File: src/rtl/nds_sync_fifo_lvl.sv
// nds_sync_fifo_lvl: single-clock FIFO with fill level, almost-full/empty
// thresholds, sticky overflow/underflow flags, synchronous flush and a
// selectable first-word-fall-through or registered read port.
// Depth may be any value >= 2; pointers wrap explicitly at FIFO_DEPTH-1.
`timescale 1ns/1ps
module nds_sync_fifo_lvl #(
  parameter int DATA_WIDTH   = 32,
  parameter int FIFO_DEPTH   = 8,
  parameter int COUNT_WIDTH  = 4,
  parameter int AFULL_THRES  = 6,
  parameter int AEMPTY_THRES = 2,
  parameter int RD_MODE      = 0
) (
  input  logic                   clk,
  input  logic                   reset_n,
  input  logic                   flush,
  input  logic                   wr,
  input  logic [DATA_WIDTH-1:0]  wr_data,
  input  logic                   rd,
  output logic [DATA_WIDTH-1:0]  rd_data,
  output logic                   rd_valid,
  output logic [COUNT_WIDTH-1:0] count,
  output logic                   empty,
  output logic                   full,
  output logic                   almost_empty,
  output logic                   almost_full,
  input  logic                   err_clr,
  output logic                   overflow,
  output logic                   underflow
);

  localparam int                     PTR_W      = $clog2(FIFO_DEPTH);
  localparam logic [PTR_W-1:0]       LAST_PTR   = PTR_W'(FIFO_DEPTH - 1);
  localparam logic [PTR_W-1:0]       PTR_ONE    = PTR_W'(1);
  localparam logic [COUNT_WIDTH-1:0] DEPTH_CNT  = COUNT_WIDTH'(FIFO_DEPTH);
  localparam logic [COUNT_WIDTH-1:0] CNT_ONE    = COUNT_WIDTH'(1);
  localparam logic [COUNT_WIDTH-1:0] AFULL_CNT  = COUNT_WIDTH'(AFULL_THRES);
  localparam logic [COUNT_WIDTH-1:0] AEMPTY_CNT = COUNT_WIDTH'(AEMPTY_THRES);

  logic [DATA_WIDTH-1:0]  r_mem [FIFO_DEPTH];
  logic [PTR_W-1:0]       r_wr_ptr;
  logic [PTR_W-1:0]       r_rd_ptr;
  logic [COUNT_WIDTH-1:0] r_count;
  logic                   r_overflow;
  logic                   r_underflow;

  logic w_empty;
  logic w_full;
  logic w_wa;
  logic w_ra;

  // Explicit wrap so non-power-of-2 depths need no extra pointer bit.
  function automatic logic [PTR_W-1:0] f_next_ptr(input logic [PTR_W-1:0] p);
    return (p == LAST_PTR) ? '0 : (p + PTR_ONE);
  endfunction

  // Status comes from the registered count only, never from this cycle's requests.
  assign w_empty      = (r_count == '0);
  assign w_full       = (r_count == DEPTH_CNT);
  assign w_wa         = wr & ~w_full & ~flush;
  assign w_ra         = rd & ~w_empty & ~flush;

  assign count        = r_count;
  assign empty        = w_empty;
  assign full         = w_full;
  assign almost_empty = (r_count <= AEMPTY_CNT);
  assign almost_full  = (r_count >= AFULL_CNT);
  assign overflow     = r_overflow;
  assign underflow    = r_underflow;

  // Pointer and level bookkeeping; flush overrides any request in the same cycle.
  always_ff @(posedge clk or negedge reset_n) begin
    if (!reset_n) begin
      r_wr_ptr <= '0;
      r_rd_ptr <= '0;
      r_count  <= '0;
    end else if (flush) begin
      r_wr_ptr <= '0;
      r_rd_ptr <= '0;
      r_count  <= '0;
    end else begin
      if (w_wa) r_wr_ptr <= f_next_ptr(r_wr_ptr);
      if (w_ra) r_rd_ptr <= f_next_ptr(r_rd_ptr);
      if (w_wa && !w_ra)      r_count <= r_count + CNT_ONE;
      else if (w_ra && !w_wa) r_count <= r_count - CNT_ONE;
    end
  end

  // Sticky error flags; a new set event beats err_clr in the same cycle.
  always_ff @(posedge clk or negedge reset_n) begin
    if (!reset_n) begin
      r_overflow  <= 1'b0;
      r_underflow <= 1'b0;
    end else begin
      r_overflow  <= (wr & w_full & ~flush)  | (r_overflow  & ~err_clr);
      r_underflow <= (rd & w_empty & ~flush) | (r_underflow & ~err_clr);
    end
  end

  // Storage array is deliberately left without reset.
  always_ff @(posedge clk) begin
    if (w_wa) r_mem[r_wr_ptr] <= wr_data;
  end

  generate
    if (RD_MODE == 0) begin : g_fwft
      assign rd_data  = w_empty ? '0 : r_mem[r_rd_ptr];
      assign rd_valid = ~w_empty;
    end else begin : g_reg
      logic [DATA_WIDTH-1:0] r_rd_data;
      logic                  r_rd_valid;

      // Registered read: data lands one cycle after the accepted read and is held otherwise.
      always_ff @(posedge clk or negedge reset_n) begin
        if (!reset_n) begin
          r_rd_data  <= '0;
          r_rd_valid <= 1'b0;
        end else begin
          r_rd_valid <= w_ra;
          if (w_ra) r_rd_data <= r_mem[r_rd_ptr];
        end
      end

      assign rd_data  = r_rd_data;
      assign rd_valid = r_rd_valid;
    end
  endgenerate

endmodule
File: config.mk
export PLATFORM = sky130hd
export DESIGN_NAME = nds_sync_fifo_lvl
export DESIGN_NICKNAME = d
export VERILOG_FILES = /design/src/rtl/nds_sync_fifo_lvl.sv
export SDC_FILE = /design/constraint.sdc
export NUM_CORES = 1
export LEC_CHECK = 0
export BUFFER_PORTS_ARGS = -buffer_cell sky130_fd_sc_hd__clkbuf_2
export CORE_MARGIN = 1
export CORE_UTILIZATION = 30
export CTS_BUF_LIST = sky130_fd_sc_hd__clkbuf_16
export DETAILED_ROUTE_END_ITERATION = 8
export PLACE_DENSITY_LB_ADDON = 0.15
export SLEW_MARGIN = 25
export SYNTH_ARGS = -nofsm -noshare
export SYNTH_HDL_FRONTEND = slang
export SYNTH_SLANG_ARGS = --single-unit
File: constraint.sdc
create_clock -name clk -period 9.4 [get_ports clk]
set_input_delay 1.41 -clock clk [delete_from_list [all_inputs] [get_ports clk]]
set_output_delay 1.41 -clock clk [all_outputs]
set_load 0.01 [all_outputs]
==> reports/results.ini <==
[die]
die_x_um=188.9
core-area_um2=34460
die_area_um2=35690
ios=81
rows=68
start_util=0.3042
die_h_um=188.9

[routing]
routed_wl_um=23080
wl_per_cell_um=21.43
vias_per_cell=4.710
drc=0
dr.pass1.iters=4
vias=5073
drtAntennaViolNets=0
drtIter0Drc=232

[worst_setup_path]
cp-start-kind=flop
cp.arrival_ps=3160
crit_required_ps=7990
cp_max_fo=45
cp-end-kind=output pin
path_class=flop to output pin
slowest_delay_ps=810
cpMaxStageDelayCell=buf_4
path_cells=buf_4 -> mux4_2 -> mux2i_1 -> nor2_1 -> clkbuf_2

[clocking]
clockBufferDepth=3
clk_pin_slew_worst_paths_ps=60
cts_buffers=29
cts_root_buffer=clkbuf_16
cts_setup_buffers=0
clkLatencyLatePin_ps=540
cts_tree=done
cts-resized-gates=0
cts_sinks=268
htree_levels=1
cts-hold-fix-buffers=0

[yosys]
yosys-top-cells-count=256 x edfxtp_1, 65 x mux4_2, 39 x nor2_1, 33 x mux2i_1, 12 x dfrtp_1
yosys_warnings=0
synth-seq-cells=268
yosysMostFrequentCell=edfxtp_1
avgSynthCellArea_um2=21.22
synth_cell_types=38
synth_top_cell_area_share=0.7333
synth_flop_cell=edfxtp_1
synthArstFlopShare=0.04478
synth_edf_count=256
synthCells=494
netlist_top_cells_area=edfxtp_1 73%, mux4_2 14%, mux2i_1 3.2%
syn-cell-area_um2=10480
synth_top_cell_by_area=edfxtp_1
ys_seq_area_frac=0.7620
syn_nets=539

[grt]
grt_pass1_wl_um=34820
antenna_found_initial=1
grt_start_max_net_pins=67
grt_usage=0.1319
grt_overflow=0
grt_pass1_vias=5481

[sta]
tightest_slew_ps=1023
drv_slew=0
timing.fmax_mhz=218.6
slew_headroom=0.3181
layout_min_cycle_time_ps=4575
rsz0062_at_grt=false
finClkSkew_ps=9.724
timing.final.crit_share=0.4867
finalSetupViolCount=0
finalHoldViolCount=0
finalSetupTns_ps=0

[cells_and_area]
area_growth_pct=19.41
seq_area_um2=7996
multi_input_area_um2=2411
nFillCells=3216
drive_gt1_frac=0.3591
fin_nets=643

[placement]
place.gp.congestion=0.7016
place.detailed.hpwl_um=12950
numPortBuffers=80

[power]
power.leakage_nw=4.067
power.density_nw_per_um2=272.0
power_mw=3.404
max-vdd-ir-drop_uv=148.2

[run_status]
status=complete, no violations

[hold_path]
hp-class=flop to flop

[run]
cap_violations=0

## path summary, 6_finish.rpt
kind,startpoint,end,slack (ps),cells after the start
worst min-delay path,underflow,underflow,550,2
worst min register to register,underflow,underflow,550,2
min in group asynchronous,reset_n,underflow,760,1
worst max-delay path,r_rd_ptr[0],rd_data[10],4830,5
worst max register to register,count[0],r_mem[3][3],6460,6
max in group asynchronous,reset_n,r_rd_ptr[0],8360,1
## critical path, delay by kind of cell (launching register included)
family	cells	cell delay, ps
and+or+nand+nor	1	100
muxes	2	800
DFF	1	730
buffers and inverters	2	950
## sequential cells by signal (all words and copies together) (netlist names)
| signal | count |
|---|---|
| count | 4 |
| overflow | 1 |
| r_mem | 256 |
| r_rd_ptr | 3 |
| r_wr_ptr | 3 |
| underflow | 1 |
## report_power, final
group / switching [mW] / internal [mW] / total (mW) / leakage [nW]
sequential: 0.0854 / 1.36 / 1.44 / 2.47
clock: 0.453 / 0.697 / 1.15 / 0.489
combinational: 0.435 / 0.374 / 0.809 / 1.11
total: 0.974 / 2.43 / 3.40 / 4.07
## through the flow
step	utilization	setup WS, ps	hold slack (ps)	cell area (um2)	std cells
after floorplan	-	4117	548.9	10480	494
final	0.3633	4825	547.8	12520	1077
after detailed placement	0.3349	5244	545.9	11540	1022
after global routing	0.3633	4492	607.8	12520	1077
after global placement	0.3349	5229	530.2	11540	1022
after CTS	0.3632	4649	556.0	12510	1076
## layout by cell type, fill, tap and decap left out, types with 2 or more instances in the layout
| master | n |
|---|---|
| a21o_1 | 2 |
| a21oi_1 | 6 |
| buf_4 | 17 |
| bufinv_16 | 5 |
| clkbuf_16 | 29 |
| clkbuf_2 | 80 |
| clkinv_1 | 8 |
| clkinv_2 | 2 |
| clkinv_4 | 2 |
| clkinvlp_4 | 2 |
| dfrtp_1 | 9 |
| dfrtp_4 | 2 |
| edfxtp_1 | 256 |
| ha_1 | 6 |
| inv_1 | 10 |
| inv_6 | 2 |
| mux2i_1 | 33 |
| mux4_2 | 65 |
| nand2_1 | 8 |
| nand2b_1 | 3 |
| nor2_1 | 36 |
| nor2_4 | 3 |
| nor2b_1 | 2 |
| nor3_1 | 2 |
| nor3_2 | 4 |
| nor3b_1 | 2 |
| nor4_2 | 2 |
| o21ai_0 | 3 |
| o32ai_1 | 2 |
| or3_1 | 2 |
## metal layers
metal / vias up / track usage / wire length, um
met2: 117 / 0.2311 / 11880
met1: 2689 / 0.1666 / 9767
met3: 31 / 0.02280 / 933
met5: - / 0 / 0
li1: 2236 / - / -
met4: 0 / 0.03970 / 505
## logic make-up after synthesis
| kind of cell | count (synthesis) | synth area share |
|---|---|---|
| DFF | 268 | 0.7620 |
| muxes | 98 | 0.1712 |
| and+or+nand+nor | 72 | 0.03259 |
| buffers and inverters | 31 | 0.01325 |
| AOI/OAI and AO/OA | 17 | 0.01110 |
| adders and majority gates | 7 | 0.009071 |
| xor gates and xnor gates | 1 | 0.0008357 |
## final cells by class
cell class | instances | share of cell area
antenna | 1 | 0.0001999
clock buffer | 29 | 0.05798
clock inverter | 25 | 0.01999
inverter | 7 | 0.002699
multi-input combinational | 195 | 0.1926
sequential | 268 | 0.6388
tap | 455 | 0.04548
timing repair buffer | 97 | 0.04218
(Power assumes the default switching activity.)
